<file path="config.mk">
export PLATFORM = sky130hd
export DESIGN_NAME = mem_stage_ctrl
export DESIGN_NICKNAME = d
export VERILOG_FILES = /design/src/rtl/mem_stage_ctrl.sv
export SDC_FILE = /design/constraint.sdc
export NUM_CORES = 1
export LEC_CHECK = 0
export CAP_MARGIN = 10
export CORE_MARGIN = 2
export CORE_UTILIZATION = 40
export CTS_CLUSTER_DIAMETER = 120
export DETAILED_ROUTE_END_ITERATION = 7
export PLACE_DENSITY = 0.81
export SLEW_MARGIN = 15
export SYNTH_ARGS = -nofsm -noshare
export SYNTH_HDL_FRONTEND = slang
export SYNTH_SLANG_ARGS = --single-unit
</file>
<file path="constraint.sdc">
create_clock -name clock -period 13.24 [get_ports clock]
set_input_delay 3.31 -clock clock [delete_from_list [all_inputs] [get_ports clock]]
set_output_delay 3.31 -clock clock [all_outputs]
set_load 0.02 [all_outputs]
</file>
<file path="src/rtl/mem_stage_ctrl.sv">
// Memory-stage controller: EX/MEM consumer, data-memory req/ack handshake, MEM/WB register.
// Optional WAIT timeout with sticky error is enabled by defining MEM_TIMEOUT_EN.
module mem_stage_ctrl #(
  parameter int unsigned TIMEOUT = 15
) (
  input  logic        clock,
  input  logic        reset,
  input  logic [15:0] exmem_ALU,
  input  logic [15:0] exmem_RD1,
  input  logic [15:0] exmem_R0,
  input  logic [3:0]  exmem_wAddr,
  input  logic        exmem_muxWB,
  input  logic        exmem_memRead,
  input  logic        exmem_memWrite,
  input  logic        exmem_regWrite,
  input  logic        exmem_regWrite0,
  output logic        mem_req,
  output logic        mem_we,
  output logic [15:0] mem_addr,
  output logic [15:0] mem_wdata,
  input  logic        mem_ack,
  input  logic [15:0] mem_rdata,
  output logic        stall,
  output logic        mem_err,
  output logic [15:0] memwb_rdata,
  output logic [15:0] memwb_ALU,
  output logic [15:0] memwb_R0,
  output logic [3:0]  memwb_wAddr,
  output logic        memwb_muxWB,
  output logic        memwb_regWrite,
  output logic        memwb_regWrite0
);

  localparam int unsigned CW = 8;

  if ((TIMEOUT < 1) || (TIMEOUT > 255)) begin : g_bad_timeout
    $error("mem_stage_ctrl: TIMEOUT must be in 1..255");
  end

  typedef enum logic {ST_IDLE, ST_WAIT} state_t;

  state_t state, state_n;
  logic   mem_op_c;
  logic   wb_load_c;
  logic   issue_c;
  logic   done_c;
  logic   abort_c;
  logic   tmo_c;

  assign mem_op_c = exmem_memRead | exmem_memWrite;

  always_ff @(posedge clock or posedge reset) begin
    if (reset) state <= ST_IDLE;
    else       state <= state_n;
  end

  // Next state, stall and datapath strobes
  always_comb begin
    state_n   = state;
    stall     = 1'b0;
    wb_load_c = 1'b0;
    issue_c   = 1'b0;
    done_c    = 1'b0;
    abort_c   = 1'b0;
    case (state)
      ST_IDLE: begin
        if (mem_op_c) begin
          stall   = 1'b1;
          issue_c = 1'b1;
          state_n = ST_WAIT;
        end else begin
          wb_load_c = 1'b1;
        end
      end
      ST_WAIT: begin
        if (mem_ack) begin
          wb_load_c = 1'b1;
          done_c    = 1'b1;
          state_n   = ST_IDLE;
        end else if (tmo_c) begin
          abort_c = 1'b1;
          state_n = ST_IDLE;
        end else begin
          stall = 1'b1;
        end
      end
      default: state_n = ST_IDLE;
    endcase
    if (reset) stall = 1'b0;
  end

  // Memory request port; held stable for the whole WAIT
  always_ff @(posedge clock or posedge reset) begin
    if (reset) begin
      mem_req   <= 1'b0;
      mem_we    <= 1'b0;
      mem_addr  <= 16'h0000;
      mem_wdata <= 16'h0000;
    end else if (issue_c) begin
      mem_req   <= 1'b1;
      mem_we    <= exmem_memWrite;
      mem_addr  <= exmem_ALU;
      mem_wdata <= exmem_RD1;
    end else if (done_c || abort_c) begin
      mem_req   <= 1'b0;
    end
  end

  // MEM/WB register: real fields on completion, bubble otherwise
  always_ff @(posedge clock or posedge reset) begin
    if (reset) begin
      memwb_rdata     <= 16'h0000;
      memwb_ALU       <= 16'h0000;
      memwb_R0        <= 16'h0000;
      memwb_wAddr     <= 4'h0;
      memwb_muxWB     <= 1'b0;
      memwb_regWrite  <= 1'b0;
      memwb_regWrite0 <= 1'b0;
    end else if (wb_load_c) begin
      memwb_rdata     <= (done_c && !mem_we) ? mem_rdata : 16'h0000;
      memwb_ALU       <= exmem_ALU;
      memwb_R0        <= exmem_R0;
      memwb_wAddr     <= exmem_wAddr;
      memwb_muxWB     <= exmem_muxWB;
      memwb_regWrite  <= exmem_regWrite;
      memwb_regWrite0 <= exmem_regWrite0;
    end else begin
      memwb_rdata     <= 16'h0000;
      memwb_ALU       <= 16'h0000;
      memwb_R0        <= 16'h0000;
      memwb_wAddr     <= 4'h0;
      memwb_muxWB     <= 1'b0;
      memwb_regWrite  <= 1'b0;
      memwb_regWrite0 <= 1'b0;
    end
  end

`ifdef MEM_TIMEOUT_EN
  logic [CW-1:0] wait_cnt;

  // wait_cnt holds completed WAIT cycles; the current cycle is number wait_cnt+1
  assign tmo_c = (state == ST_WAIT) && (wait_cnt == CW'(TIMEOUT - 1));

  always_ff @(posedge clock or posedge reset) begin
    if (reset) begin
      wait_cnt <= '0;
      mem_err  <= 1'b0;
    end else begin
      if (issue_c)                wait_cnt <= '0;
      else if (state == ST_WAIT)  wait_cnt <= wait_cnt + CW'(1);
      if (abort_c)                mem_err  <= 1'b1;
    end
  end
`else
  assign tmo_c   = 1'b0;
  assign mem_err = 1'b0;
`endif

endmodule

</file>
==> key figures <==
CTS
  • TritonCTS Buffers: 9
  • Hold_buf cts: 0
  • # clock sinks: 90
  • Postcts setup bufs: 0
  • CTS H-tree depth: 3
  • Clock latency on the worst-skew pair: 0.34 ns
  • Root buffer cell: clkbuf_8
  • Reg clk slew, reported paths: 0.09 ns
  • CTS tree: done
  • Max Root-Sink Buffers: 2
  • CTS resizes: 0

Critical path
  • Critical path launch point type: input pin
  • Maximum fanout along the worst path: between 40 and 50
  • Slowest stage delay, CP: ~0.6 ns
  • Buffer and inverter count on the worst path: 3
  • Crit. End Element: output port
  • Critical path's slowest cell: clkinv_2
  • Worst endpoint required time: 9.93 ns
  • CP Class: in2out
  • CP top delay family: buffers and inverters
  • Critical Path, Cell by Cell: clkdlybuf4s50_1, clkinv_2, and3_1, clkdlybuf4s50_1
  • Cell mode on critical path: clkdlybuf4s50_1
  • Worst EP arrival: 5.35 ns

Power
  • Net Switching: 0.190 mW
  • PwrDens: 140 mW/mm2
  • Leak: 2.23 nW
  • Power Internal: around 0.53 mW
  • Power Total: a little over 0.7 mW
  • Sw Share: 26.5%
  • Worst VDD drop: 0.0820 mV
  • Comb pwr share: between 20% and 30%
  • Share of total power in the clock network: 28.2%
  • Sequential power share: roughly 45%

Final layout
  • Fillers: slightly below 600
  • Multi-input logic area: between 800 and 900 um2
  • Layout Cells excl Fill: 474
  • # diodes: 0
  • Final nets: 444
  • Seq. cell area: 0.00225 mm2
  • Area Growth Syn to Fin: 60.0%
  • Share of cells above drive strength 1: between 10% and 20%

STA
  • RSZ-0062 raised after global routing: no
  • Slew Limit Fails: 0
  • Crit share post-route: 65.4%
  • Max-slew headroom: 35.7%
  • Final setup TNS: 0 ns
  • Min Hold Slack: approximately 0.50 ns
  • Worst Skew: 0.00711 ns
  • Worst setup margin: 4.58 ns
  • Fin crit period: 8.66 ns
  • Fmax: ~120 MHz
  • Final setup violation count: 0
  • Fin. Hold Viols: 0
  • Worst-Margin Slew: just under 1 ns

Placed design
  • Placer Congestion: 0.707
  • Post-DP HPWL: 5400 um
  • IO buf count: 165
  • Dpl cells: 459
  • Place WS: 4.51 ns

Synthesis
  • Flops & latches, synth: 90
  • Seq/Total Area, Yosys: 70.3%
  • Post-Syn Nets: 279
  • Netlist cell types: 20
  • Post-Syn Area per Cell: 15.8 um2
  • Yosys top cell area share: between 70% and 80%
  • Largest area contributor in the netlist: dfrtp_1
  • Syn. warnings: 0
  • Mapped cell area: 0.00320 mm2
  • Syn Inst Count: 203
  • Leading post-synthesis cells by cell area: dfrtp_1 (70%), mux2_2 (9.1%), a21boi_1 (8.4%)

Route
  • Met2 wire len: 3740 um
  • # DRC: 0
  • Routed len/inst: between 15 and 20 um
  • Vias per cell: 4.69
  • DRT Pass-1 Iters: 4
  • Wire length on met1: 3030 um
  • DR top layer: met4
  • Final WL: 7520 um
  • Vias: 2221
  • Wire length on met3: 586 um
  • Antenna Nets Post-Route: 0
  • DRT iter0 DRCs: 33

GRT
  • Antenna violations before repair: 0
  • Total track usage: 17.8%
  • Global-route wire length before repair: 11900 um
  • Remaining global-route overflow: 0
  • Vias in the first global route: around 2400
  • Largest net degree at the start of global routing: 48

Floorplanning
  • Die W: ~93 um
  • Core area: 0.00773 mm2
  • Die Ht: 93.5 um
  • Starting density of the core: 41.5%
  • # IOs: 167
  • Die area: 0.00874 mm2
  • Number of core rows: 32

Job
  • Max_cap viols: 0

Hold path
  • Worst Hold Class: reg2reg

Status
  • Status: completed
[placed cells by master (no fill, tap or decap), types with 3 or more instances in the layout]
cell type | synthesis | layout
a21boi_1 | 36 | 36
clkbuf_8 | 0 | 11
a21boi_2 | 3 | 3
mux2_2 | 26 | 26
dfrtp_1 | 90 | 90
mux2_1 | 6 | 6
clkdlybuf4s50_1 | 0 | 165
and2_1 | 17 | 17
[kinds of logic (layout without fill, tap and decap cells)]
kind of cell | after synthesis | after routing | synth area share, %
compound gates | 42 | 42 | 10.6
simple gates | 22 | 22 | 4.45
other cells | 1 | 1 | 0.117
flops | 90 | 90 | 70.3
buf+inv | 16 | 185 | 3.28
mux | 32 | 32 | 11.2
[layer usage]
metal | GRT usage, % | up-vias
met5 | 0 | -
met4 | 7.72 | 0
met3 | 5.08 | 13
met2 | 30.5 | 96
met1 | 21.0 | 1105
li1 | - | 1007
[sequential cells by signal, summed over array words and instances, names as in the netlist]
register	count
memwb_R0	16
memwb_regWrite	1
memwb_muxWB	1
memwb_regWrite0	1
mem_wdata	16
mem_addr	16
mem_we	1
mem_req	1
memwb_ALU	16
state	1
memwb_wAddr	4
memwb_rdata	16
[synthesized netlist by cell type]
master / number
a21boi_0: 1
a21boi_1: 36
a21boi_2: 3
a22o_1: 1
and2_1: 17
and3_1: 1
and3b_1: 1
buf_1: 4
buf_4: 4
buf_6: 4
clkbuf_1: 1
conb_1: 1
dfrtp_1: 90
inv_1: 3
mux2_1: 6
mux2_2: 26
nand2_1: 1
nand2b_1: 1
o21bai_4: 1
or3_4: 1
[path summary, 6_finish.rpt]
check | start | depth (start not counted) | end | slack (ns)
setup / recovery | reset | 4 | stall | 4.58
hold / removal | mem_wdata[3] | 1 | mem_wdata[3] | 0.50
setup reg to reg | state | 2 | mem_wdata[13] | 11.76
hold reg to reg | mem_wdata[3] | 1 | mem_wdata[3] | 0.50
max in group asynchronous | reset | 3 | memwb_R0[0] | 8.78
min in group asynchronous | reset | 2 | mem_wdata[5] | 3.42
[power by group through the flow]
stage	Combinational [mW]	Sequential [mW]	Clock, mW
2_1_floorplan	0.0460	0.373	0
3_3_place_gp	0.190	0.329	0
3_5_place_dp	0.193	0.331	0
4_1_cts	0.194	0.326	0.210
5_1_grt	0.202	0.329	0.220
6_report	0.191	0.325	0.203
[stage by stage]
step                instance area [um2]  utilization, %
finish                             5120            66.3
global route                       5120            66.3
CTS                                5120            66.3
detailed placement                 4900            63.5
global placement                   4900            63.5
floorplan                          3200               -
[cell type report]
type	instances	share of cell area, %
Tap cell	102	2.49
Sequential cell	90	44.0
Multi-Input combinational cell	97	16.5
Timing Repair Buffer	167	32.5
Clock buffer	13	3.10
Inverter	3	0.244
Clock inverter	2	1.17
Note: power is estimated with default switching activity, not from simulation.
